<file path="src/rtl/calc_pkg.sv">
// Shared definitions for the calculator controller and the calculator datapath:
// state encodings, one-hot operation selects and the latched operand bundle.
package calc_pkg;

    localparam int unsigned DATA_W  = 8;
    localparam int unsigned RES_W   = 16;
    localparam int unsigned STATE_W = 3;
    localparam int unsigned SEL_W   = 3;

    localparam logic [STATE_W-1:0] ST_OFF  = 3'd0;
    localparam logic [STATE_W-1:0] ST_IDLE = 3'd1;
    localparam logic [STATE_W-1:0] ST_EXEC = 3'd2;
    localparam logic [STATE_W-1:0] ST_WAIT = 3'd3;
    localparam logic [STATE_W-1:0] ST_SHOW = 3'd4;

    localparam logic [SEL_W-1:0] SEL_NONE = 3'b000;
    localparam logic [SEL_W-1:0] SEL_MULT = 3'b001;
    localparam logic [SEL_W-1:0] SEL_SOMA = 3'b010;
    localparam logic [SEL_W-1:0] SEL_SUB  = 3'b100;

    typedef struct packed {
        logic              sinal_a;
        logic [DATA_W-1:0] a;
        logic              sinal_b;
        logic [DATA_W-1:0] b;
    } operands_t;

    // Fixed priority among operation buttons: mult > soma > sub.
    function automatic logic [SEL_W-1:0] op_select(input logic mult,
                                                   input logic soma,
                                                   input logic sub);
        logic [SEL_W-1:0] res;
        res = SEL_NONE;
        if (mult) begin
            res = SEL_MULT;
        end else if (soma) begin
            res = SEL_SOMA;
        end else if (sub) begin
            res = SEL_SUB;
        end
        return res;
    endfunction

endpackage

</file>
<file path="src/rtl/botao_debounce.sv">
// Button debouncer: level rises after DEBOUNCE_CYCLES consecutive high samples,
// drops on the first low sample; evento pulses once per rising level.
module botao_debounce #(
    parameter int unsigned DEBOUNCE_CYCLES = 4
) (
    input  logic clk,
    input  logic rst,
    input  logic raw,
    output logic level,
    output logic evento
);

    localparam int unsigned       CNT_W  = $clog2(DEBOUNCE_CYCLES);
    localparam logic [CNT_W-1:0]  THRESH = CNT_W'(DEBOUNCE_CYCLES - 1);

    // cnt holds the number of earlier consecutive high samples, saturating at THRESH
    logic [CNT_W-1:0] cnt;
    logic             rise_c;

    assign rise_c = raw && (cnt == THRESH) && !level;

    always_ff @(posedge clk) begin
        if (rst) begin
            cnt    <= '0;
            level  <= 1'b0;
            evento <= 1'b0;
        end else begin
            evento <= rise_c;
            if (!raw) begin
                cnt   <= '0;
                level <= 1'b0;
            end else if (cnt == THRESH) begin
                level <= 1'b1;
            end else begin
                cnt <= cnt + CNT_W'(1);
            end
        end
    end

endmodule

</file>
<file path="src/rtl/calc_controller.sv">
// Calculator front-panel controller: debounces the four buttons, sequences
// OFF/IDLE/EXEC/WAIT/SHOW, latches operands and registers the displayed result.
module calc_controller
    import calc_pkg::*;
#(
    parameter int unsigned DEBOUNCE_CYCLES = 4
) (
    input  logic              clk,
    input  logic              rst,
    input  logic [DATA_W-1:0] a,
    input  logic [DATA_W-1:0] b,
    input  logic              sinal_a,
    input  logic              sinal_b,
    input  logic              botao_1,
    input  logic              botao_2,
    input  logic              botao_3,
    input  logic              botao_4,
    input  logic [RES_W-1:0]  alu_saida,
    input  logic              alu_sinal,
    output logic [SEL_W-1:0]  sel,
    output logic [DATA_W-1:0] op_a,
    output logic [DATA_W-1:0] op_b,
    output logic              op_sinal_a,
    output logic              op_sinal_b,
    output logic [RES_W-1:0]  saida,
    output logic              sinal_saida,
    output logic              ligado,
    output logic              ocupado,
    output logic              resultado_valido
);

    logic       ev_mult;
    logic       ev_soma;
    logic       ev_sub;
    logic       ev_pwr;
    logic [3:0] unused_level;

    botao_debounce #(.DEBOUNCE_CYCLES(DEBOUNCE_CYCLES)) u_mult (
        .clk(clk), .rst(rst), .raw(botao_1), .level(unused_level[0]), .evento(ev_mult)
    );
    botao_debounce #(.DEBOUNCE_CYCLES(DEBOUNCE_CYCLES)) u_soma (
        .clk(clk), .rst(rst), .raw(botao_2), .level(unused_level[1]), .evento(ev_soma)
    );
    botao_debounce #(.DEBOUNCE_CYCLES(DEBOUNCE_CYCLES)) u_sub (
        .clk(clk), .rst(rst), .raw(botao_3), .level(unused_level[2]), .evento(ev_sub)
    );
    botao_debounce #(.DEBOUNCE_CYCLES(DEBOUNCE_CYCLES)) u_pwr (
        .clk(clk), .rst(rst), .raw(botao_4), .level(unused_level[3]), .evento(ev_pwr)
    );

    logic [STATE_W-1:0] state,    state_n;
    logic [SEL_W-1:0]   sel_q,    sel_n;
    operands_t          ops_q,    ops_n;
    logic [RES_W-1:0]   saida_q,  saida_n;
    logic               sinal_q,  sinal_n;
    logic               ligado_q, ligado_n;
    logic               ocup_q,   ocup_n;
    logic               valido_q, valido_n;
    logic [SEL_W-1:0]   op_sel_c;

    always_ff @(posedge clk) begin
        if (rst) begin
            state    <= ST_OFF;
            sel_q    <= SEL_NONE;
            ops_q    <= '0;
            saida_q  <= '0;
            sinal_q  <= 1'b0;
            ligado_q <= 1'b0;
            ocup_q   <= 1'b0;
            valido_q <= 1'b0;
        end else begin
            state    <= state_n;
            sel_q    <= sel_n;
            ops_q    <= ops_n;
            saida_q  <= saida_n;
            sinal_q  <= sinal_n;
            ligado_q <= ligado_n;
            ocup_q   <= ocup_n;
            valido_q <= valido_n;
        end
    end

    // Power event outranks every operation event in every powered state.
    always_comb begin
        state_n  = state;
        sel_n    = sel_q;
        ops_n    = ops_q;
        saida_n  = saida_q;
        sinal_n  = sinal_q;
        valido_n = 1'b0;
        op_sel_c = op_select(ev_mult, ev_soma, ev_sub);

        case (state)
            ST_OFF: begin
                if (ev_pwr) begin
                    state_n = ST_IDLE;
                end
            end
            ST_IDLE, ST_SHOW: begin
                if (ev_pwr) begin
                    state_n = ST_OFF;
                end else if (op_sel_c != SEL_NONE) begin
                    state_n       = ST_EXEC;
                    sel_n         = op_sel_c;
                    ops_n.sinal_a = sinal_a;
                    ops_n.a       = a;
                    ops_n.sinal_b = sinal_b;
                    ops_n.b       = b;
                end
            end
            ST_EXEC: begin
                state_n = ev_pwr ? ST_OFF : ST_WAIT;
            end
            ST_WAIT: begin
                if (ev_pwr) begin
                    state_n = ST_OFF;
                end else begin
                    state_n  = ST_SHOW;
                    saida_n  = alu_saida;
                    sinal_n  = alu_sinal && (alu_saida != '0);
                    valido_n = 1'b1;
                end
            end
            default: begin
                state_n = ST_OFF;
            end
        endcase

        // Entering or sitting in OFF always presents a cleared panel
        if (state_n == ST_OFF) begin
            sel_n   = SEL_NONE;
            ops_n   = '0;
            saida_n = '0;
            sinal_n = 1'b0;
        end

        ligado_n = (state_n != ST_OFF);
        ocup_n   = (state_n == ST_EXEC) || (state_n == ST_WAIT);
    end

    assign sel              = sel_q;
    assign op_a             = ops_q.a;
    assign op_b             = ops_q.b;
    assign op_sinal_a       = ops_q.sinal_a;
    assign op_sinal_b       = ops_q.sinal_b;
    assign saida            = saida_q;
    assign sinal_saida      = sinal_q;
    assign ligado           = ligado_q;
    assign ocupado          = ocup_q;
    assign resultado_valido = valido_q;

endmodule

</file>
<file path="config.mk">
export PLATFORM = sky130hd
export DESIGN_NAME = calc_controller
export DESIGN_NICKNAME = d
export VERILOG_FILES = /design/src/rtl/calc_pkg.sv /design/src/rtl/botao_debounce.sv /design/src/rtl/calc_controller.sv
export SDC_FILE = /design/constraint.sdc
export NUM_CORES = 1
export LEC_CHECK = 0
export BUFFER_PORTS_ARGS = -buffer_cell sky130_fd_sc_hd__buf_4
export CAP_MARGIN = 20
export CORE_ASPECT_RATIO = 0.7
export CORE_MARGIN = 2
export CORE_UTILIZATION = 50
export DETAILED_ROUTE_END_ITERATION = 7
export PLACE_DENSITY_LB_ADDON = 0.3
export SLEW_MARGIN = 10
export SYNTH_ARGS = -nofsm -noshare
export SYNTH_HDL_FRONTEND = slang
export SYNTH_SLANG_ARGS = --single-unit
</file>
<file path="constraint.sdc">
create_clock -name clk -period 4 [get_ports clk]
set_input_delay 0.2 -clock clk [delete_from_list [all_inputs] [get_ports clk]]
set_output_delay 0.2 -clock clk [all_outputs]
set_load 0.01 [all_outputs]
</file>
==> summary.txt <==
Pwr
  • Clock power share: a little under 50%
  • Internal power: roughly 1.0 mW
  • Combinational share of power: 3.9%
  • Reg power frac: a little under half
  • Switching share of total power: 18.76%
  • Leakage: around 1.4 nW
  • Design Power: ~1.3 mW
  • Pwr dens: just over 400 nW/um^2
  • VDD IR-drop max: 0.0002385 V
  • P_sw: between 0.2 and 0.25 mW

STA
  • Setup_tns: 0 ns
  • Final Cycle Share: 48.11%
  • Endpoints failing hold: 0
  • Final setup vio count: 0
  • Final hold slack: ~0.1 ns
  • Final Max Slew Viols: 0
  • Unrepaired setup endpoints after global routing: false
  • Worst Max-Slew Pin Slew: ~0.95 ns
  • Slew HR: a little over a third
  • Final Skew: about 0.0068 ns
  • Max Freq: between 500 and 600 MHz
  • Min cycle time layout: about 1.9 ns

Routing
  • WL per Instance: about 13 um
  • Detail Route Antenna Nets: 0
  • WL final: about 4.8 mm
  • Via density: a little over 5
  • Remaining DRCs: 0
  • DR pass1 iterations: 4
  • Initial detailed-routing violation count: 51
  • Vias: between 1500 and 2000

GRT
  • Initial antenna violation count: 0
  • Largest net degree at the start of global routing: 23
  • First-pass GRT wire length: just under 8 mm
  • Vias in the first global route: around 1700
  • GR Util All Layers: approximately a fifth
  • Grt total ovfl: 0

Logic synthesis
  • Post-synth top area share: a little over half
  • Ranking of synthesized cells by area: dfxtp_1 (53%), mux2i_1 (9.8%), nor2_1 (6.5%), nand2_1 (6.0%), a21oi_1 (4.2%)
  • Synth Area in Adders: under 10%
  • Synth Area in XOR/XNOR: between 2 and 2.5%
  • Syn Inst Count: roughly 240
  • Post-synthesis mux area share: 9.756%
  • Post-Syn Area: 2257 sq um
  • Syn nets: around 290
  • Syn_area_per_cell: 9.366 sq um
  • FF+latch count, synth: 60
  • Synth area leader: dfxtp_1
  • Synth Area in Simple Gates: 21.84%
  • Largest family of logic cells by synthesized area: simple AND/OR/NAND/NOR gates
  • Compound-Gate Fraction of Synth Area: 6.652%
  • Ys Warns: 0
  • Synth cell types: 33
  • Seq/Total Area, Yosys: 53.22%

Setup path
  • Crit. End Element: flip-flop
  • Data arrival, critical path: 2.18 ns
  • Crit start category: flip-flop
  • Reg2reg end: saida[13]$_SDFFE_PP0P_
  • Worst r2r src: state[0]$_SDFF_PP0_
  • Reg2Reg Setup Slack: just over 2 ns
  • WS Path Type: flip-flop to flip-flop
  • Worst path slowest cell: dfxtp_1
  • Crit path cell chain: nor3_1, or3b_1, a21o_1, buf_4, a21oi_1
  • Critical path startpoint: state[0]$_SDFF_PP0_
  • R2R cell count: 5
  • CP Capture Point: saida[13]$_SDFFE_PP0P_
  • Worst EP required: 4.26 ns
  • CP Max Fanout: 22
  • Crit-path max cell delay: approximately 0.50 ns

Placement
  • IO buf count: 81
  • Placed Cells incl. Taps: around 360
  • Gpl congestion: slightly below 0.8
  • Hpwl dp: ~3.4 mm

Outcome
  • Status: completed

Clock tree
  • Clock transition at path regs: 0.06 ns
  • CTS H-tree lvls: 3
  • Setup Fix Bufs, Post-CTS: 0
  • CTS resizes: 0
  • Hold Buf Count CTS: 0
  • CTS buffer count: 9
  • Clk root buf: clkbuf_8
  • CTS max path bufs: 2
  • CTS tree: built
  • Skew-Pair Late Insertion Delay: 0.33 ns
  • Clock sink count: 60

Floorplan
  • Core area: around 4300 sq um
  • Ports: between 80 and 90
  • Die height: between 60 and 70 um
  • Die width: roughly 84 um
  • DIE AREA: roughly 5100 sq um
  • Num rows: 20
  • Starting density of the core: between 50% and 60%

Final layout
  • P&R area growth vs syn: 37.58%
  • Fin cells: 381
  • Layout cells sized above 1: between 30% and 40%
  • Final net count: 366
  • Diodes inserted: 0

Flow run
  • Max Cap Violations: 0

Hold path
  • Class of the worst hold path: input port to flip-flop
==> how the worst min path moves through the flow <==
stage | cells past startpoint | slack (ns) | start | end
final | 3 | 0.10 | b[1] | op_b[1]$_SDFFE_PP0P_
after floorplan | 2 | 0.33 | alu_saida[0] | saida[0]$_SDFFE_PP0P_
after global placement | 1 | 0.41 | u_pwr.level$_SDFFE_PP0N_ | u_pwr.evento$_SDFF_PP0_
after global routing | 3 | 0.09 | b[5] | op_b[5]$_SDFFE_PP0P_
after detailed placement | 1 | 0.41 | u_sub.level$_SDFFE_PP0N_ | u_sub.evento$_SDFF_PP0_
after CTS | 3 | 0.09 | b[7] | op_b[7]$_SDFFE_PP0P_
==> logic make-up (layout without fill, tap and decap cells) <==
logic type,after synthesis,count (layout)
and+or+nand+nor,107,107
DFF,60,60
AOI/OAI and AO/OA,27,27
muxes,22,22
buffers and inverters,15,100
xor gates and xnor gates,6,6
adders and majority gates,4,4
==> critical path: cells and delay by family, from the launching register on <==
family	cells	cell delay, ns
buffers and inverters	1	0.31
and+or+nand+nor	2	0.49
DFF	1	0.50
AOI/OAI and AO/OA	2	0.54
==> flip-flops by register name, summed over array words and instances, names as in the netlist, 2 cells and up <==
name,flops
saida,16
u_sub.cnt,2
u_soma.cnt,2
u_mult.cnt,2
sel,3
state,3
u_pwr.cnt,2
op_a,8
op_b,8
==> cell type report <==
class / count / area (sq um)
fillers: 346 / 1224
flip-flops and latches: 60 / 1201
multi-input cells: 166 / 965.9
repair buffers: 83 / 630.6
clock buffers: 12 / 165.2
clock inverters: 4 / 70.07
well taps: 55 / 68.82
inverters: 1 / 3.754
==> layout by cell type, fill, tap and decap left out, types with 4 or more instances in the layout <==
cell,n
a21oi_1,19
buf_4,82
clkbuf_8,12
dfxtp_1,60
ha_1,4
mux2i_1,22
nand2_1,36
nand2b_1,5
nor2_1,39
nor3_1,6
nor3b_1,4
nor4_1,4
xor2_1,5
==> power by group through the flow <==
stage | logic (mW) | clock network, mW | registers [mW]
6_report | 0.0500 | 0.617 | 0.605
5_1_grt | 0.0546 | 0.667 | 0.605
4_1_cts | 0.0502 | 0.630 | 0.605
3_5_place_dp | 0.0499 | 0 | 0.618
3_3_place_gp | 0.0481 | 0 | 0.618
2_1_floorplan | 0.0143 | 0 | 0.617
==> cells in the mapped netlist <==
| cell | n |
|---|---|
| a21oi_1 | 19 |
| a31oi_1 | 2 |
| xnor2_1 | 1 |
| o21ai_0 | 1 |
| mux2i_1 | 22 |
| or3b_2 | 1 |
| nand2b_1 | 5 |
| a22oi_1 | 1 |
| nor3_2 | 1 |
| ha_1 | 4 |
| dfxtp_1 | 60 |
| nor3b_2 | 1 |
| nand2_1 | 36 |
| nor2_1 | 39 |
| buf_6 | 3 |
| or3b_1 | 1 |
| xor2_1 | 5 |
| nor2b_1 | 2 |
| clkbuf_1 | 4 |
| inv_1 | 1 |
| buf_2 | 6 |
| buf_4 | 1 |
| nor4_1 | 4 |
| o22a_1 | 2 |
| o21ai_1 | 1 |
| and2_1 | 1 |
| a21o_1 | 1 |
| or3_1 | 2 |
| nand3b_1 | 1 |
| nor3_1 | 6 |
| nand3_1 | 2 |
| nor3b_1 | 4 |
| nand4_1 | 1 |
==> metal layers <==
layer  global-route usage, %  routed length [um]  up-vias
li1                        -                   -      973
met1                   24.08                2119      865
met2                   32.54                2171       73
met3                   9.392                 431        7
met4                   6.682                  50        0
met5                       0                   0        -
==> stage by stage <==
stage / cell area, sq um / util, % / setup WS, ns
3_5_place_dp: 2855 / 65.95 / 1.870
2_1_floorplan: 2257 / - / 2.507
5_1_grt: 3105 / 71.73 / 1.866
4_1_cts: 3090 / 71.39 / 1.813
3_3_place_gp: 2855 / 65.95 / 1.951
6_report: 3105 / 71.73 / 2.076
No activity file was read; power rests on OpenSTA's default activity.
